==> src/rtl/ring_bench_pkg.sv <==
// Shared types and default sizes for the ring benchmark monitors.
package ring_bench_pkg;

  // Measurement sequencer states.
  typedef enum logic [1:0] {
    IDLE    = 2'd0,
    ARM     = 2'd1,
    MEASURE = 2'd2,
    HOLD    = 2'd3
  } mon_state_t;

  localparam int unsigned DEF_SYNC_STAGES = 2;
  localparam int unsigned DEF_WIN_W       = 16;
  localparam int unsigned DEF_CNT_W       = 16;
  localparam int unsigned DEF_STALL_W     = 8;

endpackage : ring_bench_pkg

==> src/rtl/tap_sync.sv <==
// Brings one asynchronous ring node into the clk domain and flags its edges.
// rise/any_edge compare the synchronized level with the previous one.
module tap_sync #(
  parameter int unsigned SYNC_STAGES = 2
) (
  input  logic clk,
  input  logic rst_n,
  input  logic tap_i,
  output logic tap_s_o,
  output logic rise_o,
  output logic any_edge_o
);

  (* async_reg = "true" *) logic [SYNC_STAGES-1:0] sync_q;
  logic prev_q;

  // Synchronizer chain plus one history flop for edge detection.
  // NOTE: every flop here uses <= so all stages shift on the same edge;
  // blocking assignments would collapse the chain into a single stage.
  always_ff @(posedge clk or negedge rst_n) begin
    if (!rst_n) begin
      sync_q <= '0;
      prev_q <= 1'b0;
    end else begin
      sync_q <= {sync_q[SYNC_STAGES-2:0], tap_i};
      prev_q <= sync_q[SYNC_STAGES-1];
    end
  end

  assign tap_s_o    = sync_q[SYNC_STAGES-1];
  assign rise_o     = tap_s_o & ~prev_q;
  assign any_edge_o = tap_s_o ^ prev_q;

endmodule : tap_sync

==> src/rtl/ring_osc_monitor.sv <==
// Counts rising edges of a free-running ring tap over a programmable window
// of clk cycles, returns the count over a valid/ready handshake, and flags
// a ring that has stopped toggling.
module ring_osc_monitor
  import ring_bench_pkg::*;
#(
  parameter int unsigned SYNC_STAGES = DEF_SYNC_STAGES,
  parameter int unsigned WIN_W       = DEF_WIN_W,
  parameter int unsigned CNT_W       = DEF_CNT_W,
  parameter int unsigned STALL_W     = DEF_STALL_W
) (
  input  logic             clk,
  input  logic             rst_n,
  input  logic             ring_tap,
  input  logic             start,
  input  logic [WIN_W-1:0] win_len,
  output logic             busy,
  output logic             res_valid,
  input  logic             res_ready,
  output logic [CNT_W-1:0] res_count,
  output logic             res_sat,
  output logic             stall
);

  mon_state_t           state_q, state_d;
  logic [WIN_W-1:0]     win_cnt_q, win_cnt_d;
  logic [CNT_W-1:0]     count_q, count_d;
  logic                 sat_q, sat_d;
  logic [STALL_W-1:0]   stall_tmr_q, stall_tmr_d;

  logic tap_s;
  logic rise;
  logic any_edge;

  tap_sync #(
    .SYNC_STAGES(SYNC_STAGES)
  ) u_tap_sync (
    .clk       (clk),
    .rst_n     (rst_n),
    .tap_i     (ring_tap),
    .tap_s_o   (tap_s),
    .rise_o    (rise),
    .any_edge_o(any_edge)
  );

  // Sequencer: arm on a valid start, count for win_len cycles, hold result.
  // NOTE: every variable gets its current value first so no path through
  // the case leaves it unassigned, which would otherwise infer a latch.
  always_comb begin
    state_d   = state_q;
    win_cnt_d = win_cnt_q;
    count_d   = count_q;
    sat_d     = sat_q;
    case (state_q)
      IDLE: begin
        if (start && (win_len != '0)) begin
          state_d   = ARM;
          win_cnt_d = win_len;
          count_d   = '0;
          sat_d     = 1'b0;
        end
      end
      // One settling cycle so a level left over from before start is not
      // mistaken for a rise.
      ARM: state_d = MEASURE;
      MEASURE: begin
        if (rise) begin
          if (count_q == '1) sat_d = 1'b1;
          else               count_d = count_q + CNT_W'(1);
        end
        win_cnt_d = win_cnt_q - WIN_W'(1);
        if (win_cnt_q == WIN_W'(1)) state_d = HOLD;
      end
      HOLD: begin
        if (res_ready) state_d = IDLE;
      end
      default: state_d = IDLE;
    endcase
  end

  // Stall timer: restarts on any synchronized edge, otherwise saturates.
  always_comb begin
    stall_tmr_d = stall_tmr_q;
    if (any_edge)                stall_tmr_d = '0;
    else if (stall_tmr_q != '1)  stall_tmr_d = stall_tmr_q + STALL_W'(1);
  end

  // State registers; reset discards any partial measurement.
  always_ff @(posedge clk or negedge rst_n) begin
    if (!rst_n) begin
      state_q     <= IDLE;
      win_cnt_q   <= '0;
      count_q     <= '0;
      sat_q       <= 1'b0;
      stall_tmr_q <= '0;
    end else begin
      state_q     <= state_d;
      win_cnt_q   <= win_cnt_d;
      count_q     <= count_d;
      sat_q       <= sat_d;
      stall_tmr_q <= stall_tmr_d;
    end
  end

  assign busy      = (state_q != IDLE);
  assign res_valid = (state_q == HOLD);
  assign res_count = count_q;
  assign res_sat   = sat_q;
  assign stall     = (stall_tmr_q == '1);

endmodule : ring_osc_monitor

==> config.mk <==
export PLATFORM = sky130hd
export DESIGN_NAME = ring_osc_monitor
export DESIGN_NICKNAME = d
export VERILOG_FILES = /design/src/rtl/ring_bench_pkg.sv /design/src/rtl/tap_sync.sv /design/src/rtl/ring_osc_monitor.sv
export SDC_FILE = /design/constraint.sdc
export NUM_CORES = 1
export LEC_CHECK = 0
export BUFFER_PORTS_ARGS = -buffer_cell sky130_fd_sc_hd__buf_2
export CAP_MARGIN = 20
export CORE_MARGIN = 2
export CORE_UTILIZATION = 50
export CTS_CLUSTER_DIAMETER = 100
export CTS_CLUSTER_SIZE = 10
export DETAILED_ROUTE_END_ITERATION = 16
export GPL_ROUTABILITY_DRIVEN = 0
export PLACE_DENSITY = 0.72
export SLEW_MARGIN = 20
export SYNTH_ARGS = -nofsm -noshare
export SYNTH_HDL_FRONTEND = slang
export SYNTH_SLANG_ARGS = --single-unit
==> constraint.sdc <==
create_clock -name clk -period 2.8 [get_ports clk]
set_input_delay 0.28 -clock clk [delete_from_list [all_inputs] [get_ports clk]]
set_output_delay 0.28 -clock clk [all_outputs]
set_load 0.01 [all_outputs]
==> flow_summary.yaml, run 1 <==
run_status:
  run_status: "complete, but fails checks"
  violations: "negative hold slack"
logic_synthesis:
  yosysTopAreaCell: "dfrtp_1"
  synth_top_cell_area_share: 0.397
  synthMuxAreaShare: 0.0246
  syn_nets: 365
  ys_warn_count: 0
  postSynthCellCount: 335
  synth_seq_area_share: 0.397
  synth-xor-area-share: 0.00605
  async_flop_share: 1.00
  synth_area_per_cell_um2: 8.65
  ys_top_cells_by_area: "dfrtp_1, ha_1, a21oi_1"
  ys.flop_type: "dfrtp_1"
  synth-simple-area-share: 0.259
  ys_top_cells_by_count: "dfrtp_1, nor2_1, a21oi_1, nand2_1"
  synth_adder_area_share: 0.0389
  synth.distinct_cells: 51
  synth_edf_count: 0
  synth_top_family_by_area: "simple AND/OR/NAND/NOR gates"
  synth_compound_area_frac: 0.224
  yosysMostFrequentCell: "dfrtp_1"
  ys_seq_elements: 46
  syn-cell-area_um2: 2900
worst_setup_path:
  cp_data_required_time_ps: 2990
  critical_path_class: "register to register"
  critPathLaunchType: "register"
  cp-end-kind: "register"
  crit_fanout: 8
  rr_worst_depth: 5
  arrival_ps: 2730
place:
  numPortBuffers: 40
  post-dp-hpwl_um: 5100
  dp_slack_ps: 294
floorplan:
  io_pins: 41
  initial_core_util: 0.523
  die-area_um2: 6420
  rows: 27
  die_w_um: 80.1
  core_area_um2: 5540
  die_y_um: 80.1
route:
  wl_met2_um: 3300
  first_pass_iters: 4
  drc: 0
  final_antenna_net_count: 0
  via_count: 2732
  wl_um: 7210
  routed.top_layer: "met4"
  wl_met1_um: 3420
  wl_met3_um: 374
  drt_iter0_markers: 197
  drt-wirelength-per-cell_um: 16.2
  viasPerCell: 6.15
global_routing:
  grt_antenna_before_repair: 0
  grt-ovfl-total: 0
  grt_usage: 0.235
  grt_max_degree: 47
  grt_pass1_vias: 2528
  grt_pass1_wl_um: 12000
power_and_ir_drop:
  p_leak_nw: 1.51
  power.density_nw_per_um2: 861
  peakVddDrop_mv: 0.531
  finalPower_mw: 2.84
sta:
  post-route-min-period_ps: 2540
  period_share: 0.906
  finClkSkew_ps: 3.75
  finalSetupViolations: 0
  whs_ps: -22.2
  worst_slack_ps: 262
  setup-tns-final_ps: 0
  grt_setup_unrepaired: "false"
  worstMarginPinSlew_ps: 724
  fmax_mhz: 394
  slew_headroom: 0.516
  maxSlewViolCount: 0
  hold_viol: 46
cts:
  clock-sinks: 46
  ctsHoldBuffers: 0
  cts_root_buf: "clkbuf_8"
  cts_inserted_buffers: 5
  clock_path_buffers: 2
  path_clk_slew_ps: 90
  cts_setup_buffers: 0
  h-tree-depth: 2
  clock_latency_ps: 300
  cts_resized: 0
  cts_tree: "built"
cells_and_area:
  n_antenna_cell: 0
  nFillCells: 504
  area_growth_pct: 13.9
  final_layout_size_suffix_gt1_frac: 0.180
  fin_nets: 401
run:
  drv_cap: 0
min_path:
  hold_class: "primary input to asynchronous set/reset pin"
==> flip-flops by register name (all words and copies together) (netlist names) <==
signal and count:
res_count 16, res_sat 1, stall_tmr_q 8, state_q 2, u_tap_sync.prev_q 1, u_tap_sync.sync_q 2, win_cnt_q 16
==> critical path, cell delays in order, from the launching register on <==
cell and delay (ps):
dfrtp_1 460, or4_4 530, or4_4 450, or3_1 370, a221oi_2 270, mux2_1 350
==> metrics by stage <==
step | cell area [um2] | utilization | hold WS [ps] | std cells
after floorplan | 2900 | - | -15.6 | 335
after detailed placement | 3190 | 0.576 | 343 | 436
after CTS | 3300 | 0.595 | 76.4 | 444
final | 3300 | 0.596 | -22.2 | 444
after global routing | 3300 | 0.596 | 20.6 | 444
after global placement | 3190 | 0.576 | 334 | 436
==> power breakdown <==
group / total [mW] / switching (mW) / internal, mW
Combinational: 1.32 / 0.788 / 0.527
Clock: 0.501 / 0.233 / 0.268
Sequential: 1.02 / 0.203 / 0.822
==> metal layers <==
| metal | track usage | vias up |
|---|---|---|
| met5 | 0 | - |
| met3 | 0.0483 | 10 |
| met1 | 0.323 | 1320 |
| met2 | 0.372 | 68 |
| met4 | 0.0797 | 0 |
| li1 | - | 1334 |
==> worst paths after layout <==
kind                                      start                    to  slack, ps
setup / recovery                   win_cnt_q[8]            state_q[1]        260
hold / removal                            rst_n          win_cnt_q[3]        -20
setup reg to reg                   win_cnt_q[8]            state_q[1]        260
hold reg to reg            u_tap_sync.sync_q[0]  u_tap_sync.sync_q[1]        360
max in group asynchronous                 rst_n        stall_tmr_q[7]       2430
min in group clk                       ring_tap  u_tap_sync.sync_q[0]         80
==> layout by cell type, fill, tap and decap left out, types with 5 or more instances in the layout <==
master | synthesis | final
dfrtp_1 | 46 | 46
buf_2 | 0 | 39
nor2_1 | 24 | 24
nand2_1 | 22 | 22
a21oi_1 | 22 | 22
nand3_1 | 20 | 20
inv_1 | 18 | 18
o21ai_0 | 16 | 16
a31oi_1 | 12 | 12
o31ai_1 | 11 | 11
nor3_1 | 11 | 11
buf_4 | 0 | 11
and3_1 | 9 | 9
ha_1 | 9 | 9
nor4_1 | 7 | 7
mux2i_1 | 6 | 6
o22ai_1 | 6 | 6
or4_1 | 5 | 5
nand2b_1 | 5 | 5
or3_1 | 5 | 5
o41ai_1 | 5 | 5
clkbuf_8 | 0 | 5
==> cell families after synthesis <==
logic type	after synthesis
AND/OR/NAND/NOR	135
multiplexers	7
AO/OA/AOI/OAI	97
buffers and inverters	39
flip-flops	46
XOR/XNOR	2
adder cells (fa/ha/maj)	9
==> final cells by class <==
type	count	area [um2]	share of cell area
clock inverter	1	30.0	0.00910
timing repair buffer	50	278	0.0842
inverter	18	67.6	0.0205
sequential	46	1150	0.349
multi-input combinational	250	1610	0.487
tap	72	90.1	0.0273
clock buffer	7	76.3	0.0231
Power figures use the tool's default switching activity.
==> run 2: changes to the inputs <==
--- a/config.mk
+++ b/config.mk
@@ -13,7 +13,7 @@
 export CTS_CLUSTER_SIZE = 10
 export DETAILED_ROUTE_END_ITERATION = 16
 export GPL_ROUTABILITY_DRIVEN = 0
-export PLACE_DENSITY = 0.72
+export PLACE_DENSITY = 0.75
 export SLEW_MARGIN = 20
 export SYNTH_ARGS = -nofsm -noshare
 export SYNTH_HDL_FRONTEND = slang
==> constraint.sdc (replaced) <==
create_clock -name clk -period 2.8 [get_ports clk]
set_input_delay 0.28 -clock clk [delete_from_list [all_inputs] [get_ports clk]]
set_output_delay 0.28 -clock clk [all_outputs]
set_load 0.05 [all_outputs]
==> run 2 against run 1 <==
  * The flow still finishes with violations (negative hold slack)
  * Setup slack better by 2.5 ps
  * Flip-flop and latch count stayed put
  * Sequential share of layout area is 0.16 points higher
  * First-iteration DRC count up 4.6%
  * Global-route usage decreased by 0.45 points
  * Cell area fell by 0.45%
  * Clock skew increased by 3.3 ps
  * Wire length is 3.1% lower
  * Clock power is 2% lower
  * Fmax about the same
  * Non-clock buffer count shrank 2
  * Utilization is 0.27 points lower
  * Critical path type unchanged
  * Critical endpoint unchanged
  * Largest cell class unchanged
==> flow_summary.yaml, run 2 (synthesis gave the netlist of run 1 again) <==
run_status:
  run_status: "complete, but fails checks"
  violations: "negative hold slack"
sta:
  finClkSkew_ps: 7.07
  maxSlewViolCount: 0
  whs_ps: -38.2
  finalSetupViolations: 0
  post-route-min-period_ps: 2540
  hold_viol: 20
  period_share: 0.906
  worstMarginPinSlew_ps: 694
  setup-tns-final_ps: 0
  fmax_mhz: 394
  grt_setup_unrepaired: "false"
  slew_headroom: 0.536
cells_and_area:
  final_cell_mix: "dfrtp_1, buf_2, nor2_1"
  final_common_cell: "dfrtp_1"
  fin_nets: 399
  n_antenna_cell: 0
  fin_cells: 442
  area_growth_pct: 13.4
  nFillCells: 493
  final_layout_size_suffix_gt1_frac: 0.176
floorplan:
  io_pins: 41
  die_y_um: 80.1
  die_w_um: 80.1
  core_area_um2: 5540
  die-area_um2: 6420
  initial_core_util: 0.523
  rows: 27
worst_setup_path:
  crit_path_start: "win_cnt_q[10]"
  cp_common_cell: "or4_4"
  arrival_ps: 2720
  crit_fanout: 4
  rr_worst_depth: 5
  critPathLaunchType: "register"
  cp-end-kind: "register"
  critical-path-slowest-cell: "or4_4"
  path_cells: "or4_4, or4_4, or3_1, a221oi_2, mux2_1"
  timing.rr.start: "win_cnt_q[10]"
  crit_path_max_incr_delay_ps: 560
  crit_family: "simple AND/OR/NAND/NOR gates"
  critical_path_class: "register to register"
  path_buf_inv: 0
  cp_data_required_time_ps: 2990
  cp.depth: 5
route:
  drc: 0
  drt_iter0_markers: 206
  via_count: 2673
  drt-wirelength-per-cell_um: 15.8
  first_pass_iters: 4
  viasPerCell: 6.05
  final_antenna_net_count: 0
  wl_um: 6990
cts:
  cts_setup_buffers: 0
  cts_inserted_buffers: 5
  cts_tree: "built"
  cts_root_buf: "clkbuf_8"
  cts_resized: 0
  path_clk_slew_ps: 80
  clock-sinks: 46
  clock_latency_ps: 300
  ctsHoldBuffers: 0
  h-tree-depth: 2
  clock_path_buffers: 2
place:
  post-dp-hpwl_um: 4930
  numPortBuffers: 40
  dp.cells: 434
global_routing:
  grt_antenna_before_repair: 0
  grt-ovfl-total: 0
  grt_pass1_wl_um: 11600
  grt_max_degree: 47
  grt_pass1_vias: 2494
  grt_usage: 0.231
power_and_ir_drop:
  p_leak_nw: 1.50
  peakVddDrop_mv: 0.434
  power.density_nw_per_um2: 891
min_path:
  hold_class: "primary input to asynchronous set/reset pin"
run:
  drv_cap: 0
## run 2: power by group
group / switching [mW] / internal [mW] / leakage (nW)
sequential: 0.200 / 0.822 / 0.591
clock: 0.223 / 0.267 / 0.0524
combinational: 0.900 / 0.512 / 0.859
total: 1.32 / 1.60 / 1.50
## run 2: path summary, 6_finish.rpt
| path | end | slack [ps] |
|---|---|---|
| worst max register to register | state_q[1] | 260 |
| min in group clk | u_tap_sync.sync_q[0] | 80 |
| max in group asynchronous | win_cnt_q[13] | 2410 |
| worst min-delay path | win_cnt_q[1] | -40 |
| worst max-delay path | state_q[1] | 260 |
| worst min register to register | u_tap_sync.sync_q[1] | 360 |
## run 2: layout make-up
class	instances	area, um2	share of cell area
inverters	18	67.6	0.0206
clock inverters	1	30.0	0.00914
repair buffers	48	263	0.0800
flip-flops and latches	46	1150	0.350
clock buffers	7	76.3	0.0232
well taps	72	90.1	0.0274
multi-input cells	250	1610	0.489
## run 2: stage by stage
step / util / power [mW] / area (um2) / hold WS (ps) / worst slack (ps)
after floorplan: - / 2.06 / 2900 / -15.6 / 375
after global placement: 0.573 / 2.40 / 3180 / 332 / 331
after detailed placement: 0.573 / 2.43 / 3180 / 342 / 275
after CTS: 0.592 / 2.93 / 3280 / 71.0 / 266
after global routing: 0.593 / 3.15 / 3280 / 23.6 / 190
final: 0.593 / 2.92 / 3280 / -38.2 / 264
## run 2: worst register-to-register path, stage by stage, from the launching register on
cell and delay [ps]:
dfrtp_1 410, or4_4 560, or4_4 450, or3_1 370
a221oi_2 280, mux2_1 350
## run 2: layer usage
layer  vias to the layer above  routed length (um)  part of all wire  global-route usage
met5                         -                   0                 0                   0
met2                        75                3260              0.47               0.372
li1                       1326                   -                 -                   -
met3                         6                 441             0.063              0.0551
met1                      1266                3220              0.46               0.312
met4                         0                  62            0.0089              0.0627
